==> src/rtl/sprite_anim_mapper.sv <==
// Animated, integer-scaled sprite renderer: drives a synchronous sprite ROM and composites palette colour over bg.
// Optional MIRROR_EN adds a per-frame latched horizontal flip input.
module sprite_anim_mapper #(
   parameter int SPRITE_W   = 40,
   parameter int SPRITE_H   = 66,
   parameter int NUM_FRAMES = 4,
   parameter int SCALE_LOG2 = 1,
   parameter int FRAME_HOLD = 8,
   parameter int ADDR_W     = 15,
   parameter int IDX_W      = 4
) (
   input  logic              vga_clk,
   input  logic              reset,
   input  logic [9:0]        DrawX,
   input  logic [9:0]        DrawY,
   input  logic              blank,
   input  logic              frame_tick,
   input  logic [9:0]        sprite_x,
   input  logic [9:0]        sprite_y,
   input  logic              anim_en,
`ifdef MIRROR_EN
   input  logic              mirror,
`endif
   input  logic [3:0]        bg_red,
   input  logic [3:0]        bg_green,
   input  logic [3:0]        bg_blue,
   output logic [ADDR_W-1:0] rom_address,
   input  logic [IDX_W-1:0]  rom_q,
   output logic [3:0]        red,
   output logic [3:0]        green,
   output logic [3:0]        blue,
   output logic              sprite_hit
);

   localparam int FRAME_SIZE = SPRITE_W * SPRITE_H;
   localparam int W_PIX      = SPRITE_W << SCALE_LOG2;
   localparam int H_PIX      = SPRITE_H << SCALE_LOG2;
   localparam int FRAME_W    = (NUM_FRAMES > 1) ? $clog2(NUM_FRAMES) : 1;
   localparam int HOLD_W     = (FRAME_HOLD > 1) ? $clog2(FRAME_HOLD) : 1;

   function automatic logic [11:0] palette(input logic [IDX_W-1:0] idx);
      logic [11:0] rgb;
      case (4'(idx))
         4'h0: rgb = 12'h000;
         4'h1: rgb = 12'h000;
         4'h2: rgb = 12'hFFF;
         4'h3: rgb = 12'hF00;
         4'h4: rgb = 12'h0F0;
         4'h5: rgb = 12'hF80;
         4'h6: rgb = 12'h00F;
         4'h7: rgb = 12'hFF0;
         4'h8: rgb = 12'h0FF;
         4'h9: rgb = 12'hF0F;
         4'hA: rgb = 12'h888;
         4'hB: rgb = 12'h444;
         4'hC: rgb = 12'h840;
         4'hD: rgb = 12'hFCA;
         4'hE: rgb = 12'h4A4;
         default: rgb = 12'h24F;
      endcase
      return rgb;
   endfunction

   logic [9:0]         pos_x_q, pos_y_q;
   logic               mirror_q;
   logic [FRAME_W-1:0] frame_q;
   logic [HOLD_W-1:0]  hold_q;

   // Position, mirror and animation state only move on the vsync tick.
   always_ff @(posedge vga_clk) begin
      if (reset) begin
         pos_x_q  <= '0;
         pos_y_q  <= '0;
         mirror_q <= 1'b0;
         frame_q  <= '0;
         hold_q   <= '0;
      end else if (frame_tick) begin
         pos_x_q <= sprite_x;
         pos_y_q <= sprite_y;
`ifdef MIRROR_EN
         mirror_q <= mirror;
`else
         mirror_q <= 1'b0;
`endif
         if (anim_en) begin
            if (hold_q == HOLD_W'(FRAME_HOLD - 1)) begin
               hold_q  <= '0;
               frame_q <= (frame_q == FRAME_W'(NUM_FRAMES - 1)) ? '0 : frame_q + 1'b1;
            end else begin
               hold_q <= hold_q + 1'b1;
            end
         end
      end
   end

   logic signed [10:0] dx, dy;
   logic [9:0]         lx, ly, lx_eff;
   logic               inside_c;
   logic [ADDR_W-1:0]  addr_c;

   // Signed offsets keep a wrapped position (e.g. x=1020) from drawing at the left edge.
   always_comb begin
      dx       = $signed({1'b0, DrawX}) - $signed({1'b0, pos_x_q});
      dy       = $signed({1'b0, DrawY}) - $signed({1'b0, pos_y_q});
      inside_c = !dx[10] && !dy[10] && (32'(dx[9:0]) < W_PIX) && (32'(dy[9:0]) < H_PIX);
      lx       = dx[9:0] >> SCALE_LOG2;
      ly       = dy[9:0] >> SCALE_LOG2;
      lx_eff   = mirror_q ? (10'(SPRITE_W - 1) - lx) : lx;
      addr_c   = ADDR_W'(32'(frame_q) * FRAME_SIZE + 32'(ly) * SPRITE_W + 32'(lx_eff));
   end

   logic        s0_inside, s0_blank, s1_inside, s1_blank;
   logic [11:0] s0_bg, s1_bg;

   always_ff @(posedge vga_clk) begin
      if (reset) begin
         rom_address <= '0;
         s0_inside   <= 1'b0;
         s0_blank    <= 1'b0;
         s0_bg       <= '0;
         s1_inside   <= 1'b0;
         s1_blank    <= 1'b0;
         s1_bg       <= '0;
      end else begin
         rom_address <= inside_c ? addr_c : '0;
         s0_inside   <= inside_c;
         s0_blank    <= blank;
         s0_bg       <= {bg_red, bg_green, bg_blue};
         s1_inside   <= s0_inside;
         s1_blank    <= s0_blank;
         s1_bg       <= s0_bg;
      end
   end

   // rom_q lines up with the s1 stage; index 0 is transparent.
   always_ff @(posedge vga_clk) begin
      if (reset) begin
         {red, green, blue} <= '0;
         sprite_hit         <= 1'b0;
      end else if (!s1_blank) begin
         {red, green, blue} <= '0;
         sprite_hit         <= 1'b0;
      end else if (s1_inside && (rom_q != '0)) begin
         {red, green, blue} <= palette(rom_q);
         sprite_hit         <= 1'b1;
      end else begin
         {red, green, blue} <= s1_bg;
         sprite_hit         <= 1'b0;
      end
   end

endmodule

==> config.mk <==
export PLATFORM = sky130hd
export DESIGN_NAME = sprite_anim_mapper
export DESIGN_NICKNAME = d
export VERILOG_FILES = /design/src/rtl/sprite_anim_mapper.sv
export SDC_FILE = /design/constraint.sdc
export NUM_CORES = 1
export LEC_CHECK = 0
export ABC_AREA = 0
export CORE_ASPECT_RATIO = 0.6
export CORE_UTILIZATION = 57
export CTS_CLUSTER_SIZE = 16
export DETAILED_ROUTE_END_ITERATION = 12
export PLACE_DENSITY = 0.85
export SLEW_MARGIN = 20
export SYNTH_ARGS = -nofsm -noshare
export SYNTH_HDL_FRONTEND = slang
export SYNTH_SLANG_ARGS = --single-unit
==> constraint.sdc <==
create_clock -name vga_clk -period 13.6 [get_ports vga_clk]
set_input_delay 2.72 -clock vga_clk [delete_from_list [all_inputs] [get_ports vga_clk]]
set_output_delay 2.72 -clock vga_clk [all_outputs]
set_load 0.1 [all_outputs]
# [Yosys cells after proc, flatten, opt, wreduce, memory -nomap -nowiden]
# Memories as Yosys holds them, arrays and structs flattened.
# Index checks and enable logic that the tools add are counted.
[totals] register_bits=81 latch_bits=0 ramBits=0 romBits=192 input_bits=61 out_inout_bits=28 word_cells=47 memories=1
[mem_list] memory="(no name shown)" words=16 width=12 read_ports=1 rd_ports_with_merged_regs=0 wr=0 line_no="43" source="case (4'(idx))"
[classes] n_addsub=6 mul=2 div_mod_pow=0 n_lt_le_gt_ge=2 n_eq_ne=2 n_shift=0 n_mux=6 bitwise_logic=2 n_reduce_logical=11
[ops] cell="$sub A10 B10 Y11" n=2
[ops] cell="$add A14 B15 Y15" n=1
[ops] cell="$add A15 B9 Y15" n=1
[ops] cell="$mul A9 B3 Y12 const B" n=1
[ops] cell="$mux W4" n=3
[ops] cell="$lt A10 B7 Y1 const B" n=1
[ops] cell="$lt A10 B8 Y1 const B" n=1
[ops] cell="$mul A2 B8 Y10 const B" n=1
[ops] cell="$logic_and A1 B1 Y1" n=4
[ops] cell="$reduce_bool A4 Y1" n=1
[ops] cell="$reduce_or A2 Y1" n=2
[ops] cell="$add A3 B1 Y3 const B" n=1
[ops] cell="$eq A3 B3 Y1 const B" n=1
[ops] cell="$mux W3" n=1
[ops] cell="$reduce_and A3 Y1" n=1
[ops] cell="$add A2 B1 Y2 const B" n=1
[ops] cell="$eq A2 B2 Y1 const B" n=1
[ops] cell="$logic_not A1 Y1" n=2
[ops] cell="$mux W2" n=1
[ops] cell="$not A1 Y1" n=2
[ops] cell="$reduce_and A2 Y1" n=1
[ops] cell="$mux W1" n=1

# [Logic depth before layout (Yosys ltp)]
[logic_depth] ltp_word=7 depth_mapped=21 mapped_depth_nobuf=21

# [Worst setup path before layout]
# Ideal clock, no wire load.
[synth_path] kind="input-to-reg" from="in DrawY[2]" to="reg rom_address[13]" arrival_ns=6.528 required_time_ns=13.481 slack_ns=6.953 path_stages=18 path_cell_list="ha_1 a21oi_1 o21a_1 o21ai_0 a211oi_1 ha_1 ha_1 a21o_1 a21oi_1 xnor2_1 ha_1 ha_1 o21a_1 or2_2 a31o_2 a21oi_1 xor2_1 nor3_2"
[synth_via] elab_chain_len=7 elab_cells_between_ends=11
[synth_lines] item="from (decl)" line_no="15" source="input logic [9:0] DrawY,"
[synth_lines] item="$sub A10 B10 Y11 (*)" line_no="104" source="dy = $signed({1'b0, DrawY}) - $signed({1'b0, pos_y_q});"
[synth_lines] item="parallel branches: the longest is 6 deep, another holds $add A14 B15 Y15"
[synth_lines] item="to (signal assigned)" line_no="125" source="rom_address <= inside_c ? addr_c : '0;"
[synth_lines] item="to (decl)" line_no="27" source="output logic [ADDR_W-1:0] rom_address,"
# Every way passes the cells marked *.
# A chain may end at the register's enable or synchronous reset.

# [Final worst setup path]
[layout_path] from="in DrawY[1]" to="reg rom_address[13]"
# Same word-level chain as after synthesis.

==> metrics.yaml <==
grt_max_degree: 55
p_per_area_nw_per_um2: 148
yosysMostFrequentCell: "dfxtp_1"
antennaDiodeCount: 0
cts_post_setup_buffers_inserted: 0
clockBufferDepth: 2
avgSynthCellArea_sq_um: 8.86
gp_congestion: 0.909
crit_required_ns: 13.79
area_growth_pct: 26.5
slowest_stage: "clkdlybuf4s50_1"
yosysWarnings: 0
drv_slew: 0
cts_resized: 0
boundaryPins: 89
die_w_microns: 121
initial_utilization: 0.599
max-vdd-ir-drop_mv: 0.0855
synth_edf_count: 0
drv_cap: 0
arrival_ns: 7.58
min_period_ns: 7.40
seq_area_frac_synth: 0.337
critPathMaxStageDelay_ns: 0.52
rsz0062_at_grt: "false"
tns_ns: 0
die_area_sq_um: 8830
setup_viol: 0
grt.overflow.total: 0
io_buffer_count: 88
totalWireLength_microns: 11400
fin_area_sq_um: 6090
worstPathCellList: "clkdlybuf4s50_1, inv_1, fa_1, nand2b_1, a21oi_1, xor2_1, ha_1, ha_1, inv_1, fa_1, inv_1, a21o_1, a21oi_1, xnor2_1, ha_1, ha_1, o21a_1, or2_2, a31o_2, a21oi_1, xor2_1, nor3_2"
grt_pass1_wl_microns: 18600
die_h_microns: 73.2
hold_path_class: "flip-flop to flip-flop"
rows: 25
syn_area_sq_um: 4810
final_nets: 750
clkSinkCount: 81
grt_usage: 0.276
fin_skew_ns: 0.00761
drt-vias-per-instance: 5.56
drt-wirelength-per-cell_microns: 15.5
synthCells: 543
p_leak_nw: 2.60
postRouteAntennaNets: 0
hold_buffers: 0
outcome: "finished clean"
core_sq_um: 8040
nFillCells: 538
htreeDepth: 3
finalCritPeriodShare: 0.544
synth_ff_type: "dfxtp_1"
worstSetupPathType: "primary input to flip-flop"
firstDrtPassIters: 5
ys_top_cells_by_count: "dfxtp_1, nor2_1, ha_1"
grt_pass1_vias: 3893
utilization: 0.757
finalHoldViolCount: 0
vias: 4101
crit_top_cell: "ha_1"
cts_made_buffers: 9
slew_headroom: 0.340
hpwl_microns: 8540
cp_max_fo: 3
dpl_cell_area_sq_um: 5750
cts_tree: "built"
clock_latency_ns: 0.33
synth_top_area_share: 0.337
yosys-top-cells-area: "dfxtp_1, ha_1, mux2i_1"
ys_async_sr_fraction: 0
synth_nets: 668
cp-start-kind: "primary input"
synth_top_area_cell: "dfxtp_1"
tightest_slew_ns: 0.986
drtIter0Drc: 237
cts-root-buf: "clkbuf_16"
antenna_found_initial: 0
synth-seq-cells: 81
drive_above_1_share: 0.0636
clk_pin_slew_ns: 0.06
drc: 0
ys_types: 56
endpoint_kind: "flip-flop"
timing.fmax_ghz: 0.135
power by group:
| part | internal, mW | switching (mW) | leakage, nW | total [mW] |
|---|---|---|---|---|
| Combinational | 0.161 | 0.215 | 1.77 | 0.376 |
| Sequential | 0.245 | 0.00317 | 0.662 | 0.248 |
| Clock | 0.180 | 0.0966 | 0.163 | 0.276 |
| Total | 0.586 | 0.314 | 2.60 | 0.900 |
layout make-up:
class                           count  area, sq um  area share
Clock buffer                        9          225      0.0370
Clock inverter                      6          115      0.0189
Inverter                           54          203      0.0333
Multi-Input combinational cell    389         2900       0.476
Sequential cell                    81         1620       0.266
Tap cell                          108          135      0.0222
Timing Repair Buffer               90          891       0.146
metal layers:
layer,wire length [microns],track usage,up-vias,share of wire
met1,5370,0.367,1913,0.47
met4,206,0.0960,0,0.018
met5,0,0,-,0
li1,-,-,2015,-
met3,835,0.0758,21,0.073
met2,4990,0.433,152,0.44
registers in the layout (all words and copies together), names as in the netlist, 2 cells and up:
name,count
s1_bg,12
s0_bg,12
frame_q,2
rom_address,15
pos_x_q,10
blue,4
hold_q,3
pos_y_q,10
green,4
red,4
kinds of logic (layout without fill, tap and decap cells):
family,Yosys count,after routing,synth area share
flip-flops,81,81,0.337
multiplexers,24,24,0.0502
adder cells (fa/ha/maj),64,64,0.179
AND/OR/NAND/NOR,174,174,0.195
AO/OA/AOI/OAI,104,104,0.136
XOR/XNOR,23,23,0.0419
buffers and inverters,73,159,0.0613
final timing paths:
path | endpoint | slack [ns] | start | depth (start not counted)
setup / recovery | rom_address[13] | 6.20 | DrawY[1] | 22
hold / removal | s1_bg[5] | 0.44 | s0_bg[5] | 1
hold reg to reg | s1_bg[5] | 0.44 | s0_bg[5] | 1
setup reg to reg | rom_address[13] | 8.79 | pos_y_q[0] | 21
worst max-delay path, delay by kind of cell:
kind,cells,cell delay [ns]
compound gates,6,1.10
xor+xnor,3,0.65
fa+ha+maj,6,1.78
buf+inv,4,0.77
simple gates,3,0.56
layout by cell type (no fill, tap or decap), types with 2 or more instances in the layout:
cell type / instances
bufinv_16: 3
a22oi_1: 2
nor3_2: 9
xnor2_1: 12
o21bai_1: 2
or4_1: 2
xor2_1: 11
inv_1: 54
clkdlybuf4s50_1: 87
ha_1: 56
a211oi_1: 9
nand3_1: 10
buf_4: 2
inv_6: 2
o31ai_1: 2
o21a_1: 4
fa_1: 8
mux2i_1: 23
nor2_1: 60
a21oi_1: 43
a21o_1: 7
dfxtp_1: 81
o21ai_0: 17
nand2_1: 24
nand2b_1: 6
nor2b_1: 34
nor3_1: 14
nor4_1: 3
o211ai_1: 5
clkbuf_16: 9
through the flow:
stage	setup WS (ns)	std cells	power (mW)	hold WS, ns
after CTS	6.25	737	0.896	0.442
after global placement	6.21	722	0.599	0.420
after floorplan	6.95	543	0.531	0.414
after detailed placement	5.99	722	0.611	0.428
final	6.20	737	0.900	0.436
after global routing	6.00	737	0.955	0.455
Power figures use the tool's default switching activity.
